$ cat src/rtl/double_buffer_pkg.sv
// Shared types and constants for the double_buffer read-side controller.
package double_buffer_pkg;

    typedef enum logic [1:0] {
        IDLE  = 2'd0,
        READ  = 2'd1,
        DRAIN = 2'd2,
        DONE  = 2'd3
    } state_t;

    localparam int unsigned QUEUE_DEPTH  = 2;
    localparam int unsigned QCOUNT_WIDTH = $clog2(QUEUE_DEPTH + 1);

endpackage

$ cat src/rtl/skid_fifo2.sv
// Two-entry synchronous FIFO that absorbs the SRAM read latency ahead of the stream.
module skid_fifo2
    import double_buffer_pkg::*;
#(
    parameter int unsigned DATA_WIDTH = 64
) (
    input  logic                    clk,
    input  logic                    rst_n,
    input  logic                    push,
    input  logic [DATA_WIDTH-1:0]   push_data,
    input  logic                    pop,
    output logic [QCOUNT_WIDTH-1:0] count,
    output logic [DATA_WIDTH-1:0]   head
);

    logic [DATA_WIDTH-1:0] mem [QUEUE_DEPTH];
    logic                  wr_ptr;
    logic                  rd_ptr;

    // Storage is cleared on reset so the head reads zero while empty after reset.
    always_ff @(posedge clk) begin
        if (!rst_n) begin
            for (int i = 0; i < int'(QUEUE_DEPTH); i++) begin
                mem[i] <= '0;
            end
            wr_ptr <= 1'b0;
            rd_ptr <= 1'b0;
            count  <= '0;
        end else begin
            if (push) begin
                mem[wr_ptr] <= push_data;
                wr_ptr      <= ~wr_ptr;
            end
            if (pop) begin
                rd_ptr <= ~rd_ptr;
            end
            count <= count + QCOUNT_WIDTH'(push) - QCOUNT_WIDTH'(pop);
        end
    end

    assign head = mem[rd_ptr];

endmodule

$ cat src/rtl/double_buffer_reader.sv
// Drains a contiguous address range of the double_buffer read bank into a valid/ready stream.
module double_buffer_reader
    import double_buffer_pkg::*;
#(
    parameter int unsigned DATA_WIDTH      = 64,
    parameter int unsigned BANK_ADDR_WIDTH = 7
) (
    input  logic                       clk,
    input  logic                       rst_n,
    input  logic                       start,
    input  logic [BANK_ADDR_WIDTH-1:0] start_adr,
    input  logic [BANK_ADDR_WIDTH:0]   len,
    output logic                       busy,
    output logic                       done,
    output logic                       ren,
    output logic [BANK_ADDR_WIDTH-1:0] radr,
    input  logic [DATA_WIDTH-1:0]      rdata,
    output logic [DATA_WIDTH-1:0]      out_data,
    output logic                       out_valid,
    input  logic                       out_ready
);

    localparam int unsigned LEN_WIDTH = BANK_ADDR_WIDTH + 1;
    localparam int unsigned OCC_WIDTH = QCOUNT_WIDTH + 1;

    state_t                     state;
    state_t                     next_state;
    logic [BANK_ADDR_WIDTH-1:0] adr_cnt;
    logic [LEN_WIDTH-1:0]       issue_cnt;
    logic [LEN_WIDTH-1:0]       accept_cnt;
    logic                       inflight;
    logic [QCOUNT_WIDTH-1:0]    q_count;
    logic [OCC_WIDTH-1:0]       occupancy;
    logic                       credit;
    logic                       pop;

    skid_fifo2 #(
        .DATA_WIDTH(DATA_WIDTH)
    ) u_fifo (
        .clk      (clk),
        .rst_n    (rst_n),
        .push     (inflight),
        .push_data(rdata),
        .pop      (pop),
        .count    (q_count),
        .head     (out_data)
    );

    assign out_valid = (q_count != '0);
    assign pop       = out_valid && out_ready;
    assign radr      = adr_cnt;

    // Queued words plus the read in flight, net of this cycle's pop, must leave a free slot.
    assign occupancy = OCC_WIDTH'(q_count) + OCC_WIDTH'(inflight) - OCC_WIDTH'(pop);
    assign credit    = (occupancy < OCC_WIDTH'(QUEUE_DEPTH));

    always_comb begin
        next_state = state;
        ren        = 1'b0;
        case (state)
            IDLE: begin
                if (start) begin
                    next_state = (len == '0) ? DONE : READ;
                end
            end
            READ: begin
                ren = (issue_cnt != '0) && credit;
                if ((issue_cnt == '0) || (ren && (issue_cnt == LEN_WIDTH'(1)))) begin
                    next_state = DRAIN;
                end
            end
            DRAIN: begin
                if ((accept_cnt == '0) || (pop && (accept_cnt == LEN_WIDTH'(1)))) begin
                    next_state = DONE;
                end
            end
            DONE: begin
                next_state = IDLE;
            end
            default: begin
                next_state = IDLE;
            end
        endcase
    end

    always_ff @(posedge clk) begin
        if (!rst_n) begin
            state      <= IDLE;
            busy       <= 1'b0;
            done       <= 1'b0;
            adr_cnt    <= '0;
            issue_cnt  <= '0;
            accept_cnt <= '0;
            inflight   <= 1'b0;
        end else begin
            state    <= next_state;
            busy     <= (next_state != IDLE);
            done     <= (next_state == DONE);
            inflight <= ren;
            if ((state == IDLE) && start) begin
                adr_cnt    <= start_adr;
                issue_cnt  <= len;
                accept_cnt <= len;
            end else begin
                if (ren) begin
                    adr_cnt   <= adr_cnt + BANK_ADDR_WIDTH'(1);
                    issue_cnt <= issue_cnt - LEN_WIDTH'(1);
                end
                if (pop) begin
                    accept_cnt <= accept_cnt - LEN_WIDTH'(1);
                end
            end
        end
    end

endmodule

$ cat config.mk
export PLATFORM = sky130hd
export DESIGN_NAME = double_buffer_reader
export DESIGN_NICKNAME = d
export VERILOG_FILES = /design/src/rtl/double_buffer_pkg.sv /design/src/rtl/skid_fifo2.sv /design/src/rtl/double_buffer_reader.sv
export SDC_FILE = /design/constraint.sdc
export NUM_CORES = 1
export LEC_CHECK = 0
export CORE_UTILIZATION = 55
export DETAILED_ROUTE_END_ITERATION = 12
export PLACE_DENSITY_LB_ADDON = 0.25
export SLEW_MARGIN = 20
export SYNTH_ARGS = -nofsm -noshare
export SYNTH_HDL_FRONTEND = slang
export SYNTH_SLANG_ARGS = --single-unit
$ cat constraint.sdc
create_clock -name clk -period 12.97 [get_ports clk]
set_input_delay 1.297 -clock clk [delete_from_list [all_inputs] [get_ports clk]]
set_output_delay 1.297 -clock clk [all_outputs]
set_load 0.02 [all_outputs]
Yosys cells after proc, flatten, opt, wreduce, memory -nomap -nowiden

Memory sizes are Yosys's and may differ from the RTL's. A register that Yosys moved wholly into a read port is not among the register bits.
Cells that the tools add are included.

Bits in registers: 32
Memory bits (writable): 128
Bits of input ports: 83
Output and inout port bits: 75
Memories kept: 1

Add/sub/neg operators: 7
$lt $le $gt $ge: 1
Equality and inequality tests: 6
Mux-type cells: 21
Bitwise operators: 2
Reduce and logical (&&, ||, !) cells: 17

Memory list:

| name       | depth | bits a word | rd ports | clocked after memory_dff | wr ports | line             | source |
|---|---|---|---|---|---|---|---|
| u_fifo.mem | 2     | 64          | 1        | 1                        | 2        | skid_fifo2.sv:16 | `logic [DATA_WIDTH-1:0] mem [QUEUE_DEPTH];` |

Operators by type and width:

| operator                                                    | count |
|---|---|
| two-way mux 64 bit                                          | 1 |
| OR reduction 64 bit                                         | 1 |
| two-way mux 8 bit                                           | 4 |
| logical NOT 8 bit                                           | 3 |
| == test 8 x 1 -> 1 bit (second input constant)              | 2 |
| subtractor 8 x 1 -> 8 bit (second input constant)           | 2 |
| two-way mux 7 bit                                           | 2 |
| two-way mux 1 bit                                           | 9 |
| two-way mux 2 bit                                           | 4 |
| case mux 2 bit (4 select lines)                             | 1 |
| nonzero test 2 bit                                          | 4 |
| nonzero test 8 bit                                          | 1 |
| adder 7 x 1 -> 7 bit (second input constant)                | 1 |
| == test 2 bit (second input constant)                       | 3 |
| logical AND 1 bit                                           | 5 |
| adder 2 x 1 -> 3 bit                                        | 1 |
| less-than comparator 3 x 2 -> 1 bit (second input constant) | 1 |
| subtractor 3 x 1 -> 3 bit                                   | 1 |
| adder 2 x 1 -> 2 bit                                        | 1 |
| == test 2 x 1 -> 1 bit (second input constant)              | 1 |
| logical NOT 2 bit                                           | 1 |
| logical OR 1 bit                                            | 2 |
| inverter 1 bit                                              | 2 |
| subtractor 2 x 1 -> 2 bit                                   | 1 |

Logic depth before layout (Yosys ltp)

Depth after elaboration: 10
Depth in mapped cells: 14

By module

Synthesis repeated with hierarchy kept, for this count alone.

Cell total of the unflattened synthesis: 627
Area total of the unflattened synthesis: 7562.3 um2

By module, submodules not included:

| module               | instances | cells an instance | area each (um2) | sequential area each (um2) |
|---|---|---|---|---|
| skid_fifo2           | 1         | 434               | 5962.0          | 3943.8 |
| double_buffer_reader | 1         | 193               | 1600.3          | 560.5 |

Worst setup path after synthesis

No wires, ideal clock.

Kind: register to register
Start: register inflight
End: memory u_fifo.mem[0][0], enable pin
Setup time: 0.574 ns
Arrival time: 4.925 ns
Data required time: 12.396 ns
Path slack: 7.471 ns
Cell stages (with the launch flop): 3
Path buffers: 0
Clock period less this slack: 5.499 ns
Cells stage by stage: dfxtp_1 inv_1 o21ai_0

RTL lines:

| element                  | line                       | source |
|---|---|---|
| start: declaration       | double_buffer_reader.sv:31 | `logic inflight;` |
| start signal: assignment | double_buffer_reader.sv:99 | `inflight <= ren;` |
| end: declaration         | skid_fifo2.sv:16           |  |

Worst setup path in the final report

Start: input port out_ready
End: output port ren

Word-level cells in the longest chain between the ends: 5

Ends and longest elaborated chain:

| element                             | line                       | source |
|---|---|---|
| start: declaration                  | double_buffer_reader.sv:20 | `input logic out_ready` |
| logical AND 1 bit                   | double_buffer_reader.sv:50 | `assign pop = out_valid && out_ready;` |
| subtractor 3 x 1 -> 3 bit           | double_buffer_reader.sv:54 | `assign occupancy = OCC_WIDTH'(q_count) + OCC_WIDTH'(inflight) - OCC_WIDTH'(pop);` |
| less-than comparator 3 x 2 -> 1 bit | double_buffer_reader.sv:55 | `assign credit = (occupancy < OCC_WIDTH'(QUEUE_DEPTH));` |
| logical AND 1 bit                   | double_buffer_reader.sv:67 | `ren = (issue_cnt != '0) && credit;` |
| two-way mux 1 bit                   | double_buffer_reader.sv:60 | `case (state)` |
| end: declaration                    | double_buffer_reader.sv:15 | `output logic ren,` |

No other way between the ends.

==> summary.md <==
| Metric | Value |
|---|---|
| TNS Setup | `0 ns` |
| Synth top cells by count | `and2_1 (132), edfxtp_1 (128), mux2_2 (64)` |
| Post-route DRC | `0` |
| Skew final | `0.00843 ns` |
| Avg WL per Cell | `16.6 µm` |
| First-pass GRT wire length | `22.9 mm` |
| Post-CTS setup buffer count | `0` |
| Die area | `13500 µm²` |
| Initial Util | `56.6%` |
| CTS Buf Count | `17` |
| Vias per cell | `5.39` |
| Fin. Hold Viols | `0` |
| Post-synth EDFFs | `128` |
| Met1 Track Usage GR | `27.9%` |
| Final nets | `792` |
| Std-Cell Rows | `41` |
| Register bit count reported by yosys | `161` |
| Met2 Use GR | `38.5%` |
| Yosys Warn Count | `0` |
| Layout fillers | `864` |
| DRT antenna net count | `0` |
| Seq/Total Area, Yosys | `62.9%` |
| Slew @ Worst Pin | `1.04 ns` |
| Tightest Hold Check Type | `reg -> reg` |
| # diodes | `0` |
| Max cap viols | `0` |
| Clock Latency Late Sink | `0.42 ns` |
| Vias | `4771` |
| Initial antenna violation count | `0` |
| Cts repair resizes | `0` |
| Post-synth top area share | `53.6%` |
| Core area | `12700 µm²` |
| GRT overflow | `0` |
| Largest area contributor in the netlist | `edfxtp_1` |
| Clock sink count | `161` |
| Slew margin rel. | `30.4%` |
| Post-layout worst setup margin | `6.87 ns` |
| Ports | `158` |
| Syn Area/Cell | `13.0 µm²` |
| GR peak layer | `met2` |
| Port Buf Inserts | `157` |
| Reg clk slew, reported paths | `0.06 ns` |
| FF/Latch Area | `4510 µm²` |
| Pre-CTS setup slack | `6.95 ns` |
| Total GRT Usage | `22.9%` |
| Maximum VDD drop | `0.000105 V` |
| RSZ-0062 raised after global routing | `no` |
| R2r setup slk | `9.55 ns` |
| Share of layout cells above drive strength 1 | `15.0%` |
| Critical path class | `in -> out` |
| Max clock buf depth | `2` |
| Final worst-path cycle share | `47.0%` |
| Max-slew violations | `0` |
| CP endpoint kind | `output pin` |
| Netlist Area Pre-Place | `7170 µm²` |
| Clock Tree Root | `clkbuf_16` |
| Area occupied by multi-input gates | `2520 µm²` |
| Worst Path Arrival | `4.80 ns` |
| Initial DRT Pass Iterations | `4` |
| Ys async rst share | `0%` |
| Pleak | `0.00350 µW` |
| TritonCTS clock tree | `built` |
| DP HPWL | `9.39 mm` |
| Top cells by area, synth | `edfxtp_1 (54%), and2_1 (12%), mux2_2 (10%)` |
| Minimum clock period | `6.10 ns` |
| Pwr/cell area | `187 nW/µm²` |
| Htree depth | `4` |
| Most used DFF post-synth | `edfxtp_1` |
| Initial DRC count | `267` |
| Netlist cell types | `47` |
| Worst setup SP type | `input pin` |
| CTS Hold Bufs | `0` |
| M3 GR Usage | `6.43%` |
| Max Fclk | `164 MHz` |
| Post-synthesis cell count | `550` |
| Final setup vio count | `0` |
| Die H | `116 µm` |
| Final GP Congestion | `0.826` |
| Drt total wl | `14.7 mm` |
| Die X | `116 µm` |
| Most numerous cell in the Yosys netlist | `and2_1` |
| Area added between synthesis and finish | `31.8%` |
| Net Count, Synth | `642` |
| CP required | `11.67 ns` |
| Largest net degree at the start of global routing | `66` |
| Status | `complete, no violations` |
| Vias in the first global route | `4697` |
| Crit-path max FO | `16` |
==> through the flow <==
step	instances	hold WS, ns	area, µm²	utilization [%]	power (µW)
finish	885	0.480	9450	74.5	1770
CTS	885	0.484	9450	74.5	1780
detailed placement	853	0.475	8890	70.2	1300
global placement	853	0.468	8890	70.2	1290
global route	885	0.527	9450	74.5	1850
floorplan	550	0.470	7170	-	1070
==> report_power, final <==
| part | leakage [µW] | switching, µW | total, µW | internal (µW) |
|---|---|---|---|---|
| clock | 0.000272 | 190 | 470 | 280 |
| sequential | 0.00160 | 67.3 | 711 | 644 |
| combinational | 0.00163 | 296 | 585 | 290 |
| total | 0.00350 | 553 | 1770 | 1210 |
==> state kept, by name, indices dropped and copies added (netlist names), named ones only <==
register / count
u_fifo.mem: 128
done: 1
busy: 1
accept_cnt: 8
u_fifo.wr_ptr: 1
state: 2
u_fifo.rd_ptr: 1
u_fifo.count: 2
issue_cnt: 8
inflight: 1
radr: 7
==> final cells by class <==
cell class / instances / share of cell area (%)
multi-input cells: 346 / 26.7
clock buffers: 20 / 4.62
inverters: 14 / 0.556
clock inverters: 12 / 1.25
well taps: 172 / 2.28
repair buffers: 160 / 16.9
flip-flops and latches: 161 / 47.7
==> logic make-up after synthesis <==
| kind of cell | count (synthesis) | share of synthesized area [%] |
|---|---|---|
| mux | 64 | 10.1 |
| flops | 161 | 62.9 |
| compound gates | 61 | 5.41 |
| xor+xnor | 11 | 1.34 |
| buf+inv | 43 | 2.30 |
| fa+ha+maj | 9 | 1.68 |
| simple gates | 201 | 16.3 |
==> per-layer routing <==
layer,vias up,wire length [µm]
met3,22,931
li1,2261,-
met5,-,0
met2,173,7360
met1,2315,6140
met4,0,276
==> critical path, cell delays in order <==
cell and delay [ns]:
clkdlybuf4s50_1 0.46, o21a_1 0.30, ha_1 0.29, inv_1 0.06
ha_1 0.15, inv_1 0.05, fa_1 0.37, xnor2_1 0.21
and3_1 0.29, nand2_1 0.31, inv_2 0.33, clkdlybuf4s50_1 0.66
==> path summary, 6_finish.rpt <==
| path | start | end | cells past startpoint |
|---|---|---|---|
| min reg2reg | radr[5] | radr[5] | 2 |
| max reg2reg | u_fifo.count[1] | radr[4] | 12 |
| min | radr[5] | radr[5] | 2 |
| max | out_ready | ren | 12 |
==> placed cells by master, fill, tap and decap left out, types with 2 or more instances in the layout <==
cell / count
o22ai_1: 2
inv_2: 2
nor4_2: 2
dfxtp_1: 32
clkinv_2: 5
ha_1: 8
o21a_1: 3
inv_1: 12
xnor2_1: 10
a22oi_1: 2
o21bai_1: 2
clkbuf_16: 17
nor4_1: 3
o221ai_1: 2
clkinv_1: 2
clkdlybuf4s50_1: 157
clkbuf_1: 3
o311ai_1: 2
mux2_2: 64
a31oi_1: 6
o211ai_1: 2
nand2_1: 25
nor3_1: 4
nor2_1: 12
clkinv_4: 2
and2_1: 132
buf_4: 3
o31a_1: 2
o21ai_1: 2
and3_1: 2
or2_2: 2
or3_1: 2
nand3_1: 8
a21oi_1: 19
edfxtp_1: 128
bufinv_16: 2
o21ai_0: 9
No activity file was read; power rests on OpenSTA's default activity.
